File: src/rtl/uart_autobaud_detect.sv
// Automatic baud-rate detector: times low pulses of 0x55 sync characters on RX,
// classifies them as 9600/57600/115200 and locks after MATCH_N agreeing pulses.
module uart_autobaud_detect #(
  parameter int REF_9600   = 324,
  parameter int REF_57600  = 53,
  parameter int REF_115200 = 26,
  parameter int MIN_115200 = 300,
  parameter int MIN_57600  = 651,
  parameter int MAX_57600  = 1300,
  parameter int MIN_9600   = 3900,
  parameter int MAX_9600   = 6500,
  parameter int MATCH_N    = 2,
  parameter int CNT_W      = 13
) (
  input  logic       clk,
  input  logic       rst_n,
  input  logic       rx,
  input  logic       rearm,
  output logic [8:0] refer,
  output logic       locked,
  output logic       err
);

  typedef enum logic [1:0] {S_IDLE, S_MEASURE, S_CHECK, S_LOCKED} state_t;
  typedef enum logic [1:0] {CL_NONE, CL_115200, CL_57600, CL_9600} class_t;

  localparam logic [CNT_W-1:0] L_MIN115 = CNT_W'(MIN_115200);
  localparam logic [CNT_W-1:0] L_MIN576 = CNT_W'(MIN_57600);
  localparam logic [CNT_W-1:0] L_MAX576 = CNT_W'(MAX_57600);
  localparam logic [CNT_W-1:0] L_MIN96  = CNT_W'(MIN_9600);
  localparam logic [CNT_W-1:0] L_MAX96  = CNT_W'(MAX_9600);
  localparam logic [2:0]       L_MATCH  = 3'(MATCH_N);

  state_t           r_state, w_state;
  class_t           r_last, w_last, w_class;
  logic             r_sync1, r_sync2, r_rx_prev;
  logic [CNT_W-1:0] r_cnt, w_cnt;
  logic [2:0]       r_match, w_match, w_inc;
  logic [8:0]       r_refer, w_refer;
  logic             r_locked, w_locked, r_err, w_err;
  logic             w_fall;

  function automatic class_t classify(input logic [CNT_W-1:0] len);
    if (len >= L_MIN115 && len < L_MIN576)  return CL_115200;
    if (len >= L_MIN576 && len <= L_MAX576) return CL_57600;
    if (len >= L_MIN96  && len <= L_MAX96)  return CL_9600;
    return CL_NONE;
  endfunction

  function automatic logic [8:0] divisor(input class_t cl);
    case (cl)
      CL_115200: return 9'(REF_115200);
      CL_57600:  return 9'(REF_57600);
      CL_9600:   return 9'(REF_9600);
      default:   return 9'd0;
    endcase
  endfunction

  assign w_fall  = r_rx_prev & ~r_sync2;
  assign w_class = classify(r_cnt);

  always_comb begin
    w_state  = r_state;
    w_cnt    = r_cnt;
    w_match  = r_match;
    w_last   = r_last;
    w_refer  = r_refer;
    w_locked = r_locked;
    w_err    = 1'b0;
    w_inc    = (w_class == r_last) ? r_match + 3'd1 : 3'd1;
    case (r_state)
      S_IDLE: begin
        if (w_fall) begin
          w_state = S_MEASURE;
          w_cnt   = CNT_W'(1);
        end
      end
      S_MEASURE: begin
        if (r_sync2) w_state = S_CHECK;
        else if (r_cnt != '1) w_cnt = r_cnt + 1'b1;
      end
      S_CHECK: begin
        if (w_class == CL_NONE) begin
          w_err   = 1'b1;
          w_match = 3'd0;
          w_last  = CL_NONE;
          w_state = S_IDLE;
        end else begin
          w_match = w_inc;
          w_last  = w_class;
          if (w_inc >= L_MATCH) begin
            w_refer  = divisor(w_class);
            w_locked = 1'b1;
            w_state  = S_LOCKED;
          end else begin
            w_state = S_IDLE;
          end
        end
      end
      default: ;
    endcase
    // rearm overrides everything, including a lock completing this cycle; refer is kept
    if (rearm) begin
      w_state  = S_IDLE;
      w_locked = 1'b0;
      w_match  = 3'd0;
      w_last   = CL_NONE;
      w_refer  = r_refer;
      w_err    = 1'b0;
    end
  end

  always_ff @(posedge clk or negedge rst_n) begin
    if (!rst_n) begin
      r_state   <= S_IDLE;
      r_sync1   <= 1'b1;
      r_sync2   <= 1'b1;
      r_rx_prev <= 1'b1;
      r_cnt     <= '0;
      r_match   <= 3'd0;
      r_last    <= CL_NONE;
      r_refer   <= 9'd0;
      r_locked  <= 1'b0;
      r_err     <= 1'b0;
    end else begin
      r_sync1   <= rx;
      r_sync2   <= r_sync1;
      r_rx_prev <= r_sync2;
      r_state   <= w_state;
      r_cnt     <= w_cnt;
      r_match   <= w_match;
      r_last    <= w_last;
      r_refer   <= w_refer;
      r_locked  <= w_locked;
      r_err     <= w_err;
    end
  end

  assign refer  = r_refer;
  assign locked = r_locked;
  assign err    = r_err;

endmodule
File: config.mk
export PLATFORM = sky130hd
export DESIGN_NAME = uart_autobaud_detect
export DESIGN_NICKNAME = d
export VERILOG_FILES = /design/src/rtl/uart_autobaud_detect.sv
export SDC_FILE = /design/constraint.sdc
export NUM_CORES = 1
export LEC_CHECK = 0
export CAP_MARGIN = 40
export CORE_MARGIN = 1
export CORE_UTILIZATION = 35
export CTS_BUF_LIST = sky130_fd_sc_hd__clkbuf_8 sky130_fd_sc_hd__clkbuf_16
export DETAILED_ROUTE_END_ITERATION = 12
export GPL_TIMING_DRIVEN = 1
export PLACE_DENSITY = 0.6
export SYNTH_ARGS = -nofsm -noshare
export SYNTH_HDL_FRONTEND = slang
export SYNTH_SLANG_ARGS = --single-unit
File: constraint.sdc
create_clock -name clk -period 4 [get_ports clk]
set_clock_uncertainty 0.15 [all_clocks]
set_input_delay 0.4 -clock clk [delete_from_list [all_inputs] [get_ports clk]]
set_output_delay 0.4 -clock clk [all_outputs]
set_load 0.05 [all_outputs]
### After elaboration in Yosys (flattened, before gate mapping)

Index checks and enable logic that the tools add are counted.

* reduce and logical (&&, ||, !) cells: 13
* add/sub/neg operators: 2
* multiplexer cells: 37
* equal/unequal tests: 13
* magnitude comparators: 7
* bitwise logic cells: 4

Operator list (number)
* $mux 13: 3
* $mux 2: 14
* $pmux 9 s3: 1
* $pmux 13 s2: 1
* $add 13x1->13 const B: 1
* $ge 13x10->1 const B: 1
* $ge 13x12->1 const B: 1
* $ge 13x9->1 const B: 1
* $le 13x11->1 const B: 1
* $le 13x13->1 const B: 1
* $lt 13x10->1 const B: 1
* $mux 1: 13
* $ne 13x13->1 const B: 1
* $mux 3: 4
* $ne 2x2->1 const B: 4
* $reduce_and 4->1: 2
* $eq 2x2->1 const B: 3
* $ne 3x3->1 const B: 2
* $pmux 2 s3: 1
* $reduce_and 3->1: 2
* $reduce_bool 2->1: 3
* $eq 2x1->1 const B: 2
* $logic_not 2->1: 2
* $reduce_bool 4->1: 1
* other kinds (6): 10

* output and inout bits: 11
* bits in registers: 34
* word-level logic and storage cells: 86

### Longest topological paths before layout

* depth after elaboration: 16
* gate-level depth with buffers: 13
* gate-level depth less buffers: 11

### Worst setup path before layout

Ideal clock, no wire load.

* kind: register to register
* start point: register r_cnt[9]
* end point: register r_refer[3], in the netlist refer[3]
* slack: 0.664 ns
* path buffers: 2
* required time: 3.725 ns
* cell stages (with the launch flop): 14
* clock period less this slack: 3.336 ns
* data arrival time: 3.061 ns
* cell sequence: dfrtp_1 buf_6 or3b_4 or3_4 o22a_2 nand2_1 inv_1 ha_1 nor2_1 o21ai_0 a2111oi_4 o21ba_1 buf_6 mux2_4

* longest elaborated chain between the ends: 12
* elaborated cells between the ends (all ways): 30

RTL lines
* start: declaration: line 37 `logic [CNT_W-1:0] r_cnt, w_cnt;`
* start signal: assignment: line 130 `r_cnt <= w_cnt;`
* $ge 13x12->1 / $le 13x13->1 (equally long branches): line 46 `if (len >= L_MIN96 && len <= L_MAX96) return CL_9600;`
* $logic_and 1x1->1: line 46
* $mux 1 (2 in series): line 46
* $mux 1: line 45 `if (len >= L_MIN576 && len <= L_MAX576) return CL_57600;`
* $mux 2: line 47 `return CL_NONE;`
* $mux 2: line 46
* $mux 2 *: line 45
* $eq 2x2->1: line 70 `w_inc = (w_class == r_last) ? r_match + 3'd1 : 3'd1;`
* $mux 3: line 70
* $ge 3x2->1: line 91 `if (w_inc >= L_MATCH) begin`
* $reduce_and 4->1 (no line)
* end signal: assignment: line 133 `r_refer <= w_refer;`
* end: declaration: line 39 `logic [8:0] r_refer, w_refer;`

Mark *: on every way between the ends. The rest lies on a longest branch, timed or not. The select of a mux whose other input is x is not followed.
A chain may end at the register's enable or synchronous reset.

### Worst setup path in the final report

* start point: register r_cnt[8]
* end point: register r_refer[3], in the netlist refer[3]

The elaborated chain is that of the path after synthesis.

==> results_dict.tcl <==
set metrics [dict create \
    status "finished, final reports clean" \
    final_cells 290 \
    first_global_vias 1475 \
    cts.clk_slew.worst_paths_ns 0.07 \
    p_leak_nw 0.9688 \
    cp_num_buf_inv 1 \
    whs_path_depth 0 \
    synth_largest_area_cell "dfrtp_1" \
    post_cts_buffers 0 \
    grt-ovfl-total 0 \
    dp_hpwl_um 2937 \
    start_util 0.3640 \
    fin_crit_sh 0.9096 \
    startpoint_type "register" \
    clk_latency_ns 0.29 \
    drc_errors 0 \
    rows 27 \
    htreeDepth 2 \
    ir_drop_uv 174.0 \
    numCtsBuffers 5 \
    cts_tree "built" \
    synth_top_cell_area_share 0.3371 \
    holdBufCountCts 0 \
    die_area_um2 6033 \
    wirelength_um 4003 \
    syn-mean-instance-area_um2 9.410 \
    dp_slack_ns 0.3858 \
    drt_iter0_drc 105 \
    nNetsFinal 230 \
    fin_ws_ns 0.3614 \
    clockRootBuffer "clkbuf_8" \
    syn_to_final_growth_pct 10.55 \
    required_ns 4.02 \
    grt_max_degree 31 \
    via_per_inst 5.310 \
    syn_nets 226 \
    clock_sinks 30 \
    drive_above_1_share 0.1284 \
    m1WireLength_um 2046 \
    dpl_cell_area_um2 2125 \
    synth_ff_type "dfrtp_1" \
    grt_usage 0.1491 \
    worstSetupPathType "reg2reg" \
    powerDensity_nw_per_um2 285.3 \
    rsz0062_at_grt "no" \
    ys_warn_count 0 \
    cp.depth 11 \
    fin_setup_tns_ns 0 \
    end_kind "register" \
    ys_seq_elements 30 \
    diodes 0 \
    fmax_mhz 274.8 \
    period_needed_ns 3.639 \
    synth-edff-count 0 \
    ys_seq_area_frac 0.3764 \
    crit_slowest_cell "dfrtp_1" \
    maxUsedRoutingLayer "met4" \
    clock_path_buffers 2 \
    final_area_um2 2216 \
    drtPass1Iterations 4 \
    syn_inst 213 \
    core_area_um2 5507 \
    cap_violations 0 \
    async_flop_share 1.000 \
    setup_viol 0 \
    synth.most_common_cell "dfrtp_1" \
    dr_wl_met3_um 150 \
    numPortBuffers 13 \
    antenna_left 0 \
    place_congestion 0.7906 \
    tightest_slew_ns 0.8168 \
    synth_common_cells "dfrtp_1, nor2_1, inv_1" \
    critical_path_peak_fanout 10 \
    maxSlewViolCount 0 \
    antenna_found_initial 0 \
    grt_pass1_wl_um 6996 \
    slowest_delay_ns 0.52 \
    crit_family "compound AO/OA/AOI/OAI gates" \
    min_path_type "reg2reg" \
    syn_area_um2 2004 \
    max-slew-margin-rel 0.4508 \
    reg2reg_depth 11 \
    cts-resized-gates 0 \
    dp_cells 282 \
    synth_area_leaders "dfrtp_1, ha_1, nor2_1" \
    io_pins 15 \
    crit_chain "or3b_4, or3_4, o22a_2, nand2_1, inv_1, ha_1, nor2_1, o21ai_0, a2111oi_4, o21ba_1, mux2_4" \
    yosysUniqueCellTypes 56 \
    wl_per_cell_um 13.80 \
    die_h_um 77.68 \
    hold_viol 0 \
    dr_wl_met2_um 1738 \
    die_w_um 77.68 \
    arrival_ns 3.66 \
    vias 1540 \
]
-- metrics by stage --
step                      total power, W    util  hold slack (ns)
after CTS                      0.0006374  0.4024           0.2078
after floorplan                0.0003645       -         -0.04559
final                          0.0006323  0.4024           0.2069
after global placement         0.0003852  0.3858           0.1983
after global routing           0.0006607  0.4024           0.2135
after detailed placement       0.0003863  0.3858           0.1985
-- state kept, by name, indices dropped and copies added, names as in the netlist --
| name | flops |
|---|---|
| err | 1 |
| locked | 1 |
| r_cnt | 13 |
| r_last | 2 |
| r_match | 3 |
| r_rx_prev | 1 |
| r_state | 2 |
| r_sync1 | 1 |
| r_sync2 | 1 |
| refer | 5 |
-- metal layers --
layer	global-route usage	vias to the layer above
met5	0	-
met4	0.05849	0
met3	0.03176	7
met2	0.2248	35
met1	0.2069	736
li1	-	762
-- logic make-up (layout without fill, tap and decap cells) --
kind of cell	Yosys count	after routing	share of synthesized area
xor+xnor	9	9	0.03932
mux	7	7	0.04495
compound gates	51	51	0.2035
flops	30	30	0.3764
fa+ha+maj	9	9	0.05618
buf+inv	33	38	0.08551
other cells	1	1	0.001871
simple gates	73	73	0.1922
-- worst register-to-register path, cell delays in order (launching register included) --
cell and delay, ns:
dfrtp_1 0.52, or3b_4 0.44, or3_4 0.35, o22a_2 0.26, nand2_1 0.09, inv_1 0.08, ha_1 0.25, nor2_1 0.18
o21ai_0 0.19, a2111oi_4 0.34, o21ba_1 0.33, mux2_4 0.35
-- final timing paths --
kind | startpoint | end | slack, ns
setup reg to reg | r_cnt[8] | refer[3] | 0.36
hold reg to reg | r_sync1 | r_sync2 | 0.21
hold / removal | r_sync1 | r_sync2 | 0.21
min in group asynchronous | rst_n | r_cnt[10] | 0.35
max in group asynchronous | rst_n | r_sync2 | 3.03
setup / recovery | r_cnt[8] | refer[3] | 0.36
-- cell type report --
class / count / area [um^2]
fill: 546 / 3291
multi-input combinational: 150 / 1079
sequential: 30 / 754.5
timing repair buffer: 15 / 145.1
tap: 72 / 90.09
clock buffer: 6 / 82.58
inverter: 15 / 56.30
clock inverter: 2 / 8.758
-- report_power, final --
part | internal (W) | switching [W]
sequential | 0.000311 | 0.0000101
clock | 0.000136 | 0.000117
combinational | 0.0000201 | 0.0000380
total | 0.000467 | 0.000165
-- placed cells by master, fill, tap and decap left out, types with 4 or more instances in the layout --
cell type / count
a211oi_1: 4
dfrtp_1: 27
nand2b_1: 4
ha_1: 9
o21ai_0: 11
nand2_1: 12
nor2_1: 22
inv_1: 16
nand4_1: 4
mux2_4: 4
clkdlybuf4s50_1: 13
nand3_1: 8
nor4_1: 4
xor2_1: 4
clkbuf_8: 6
and3_1: 4
xnor2_1: 5
a21oi_1: 8
Power figures use the tool's default switching activity.
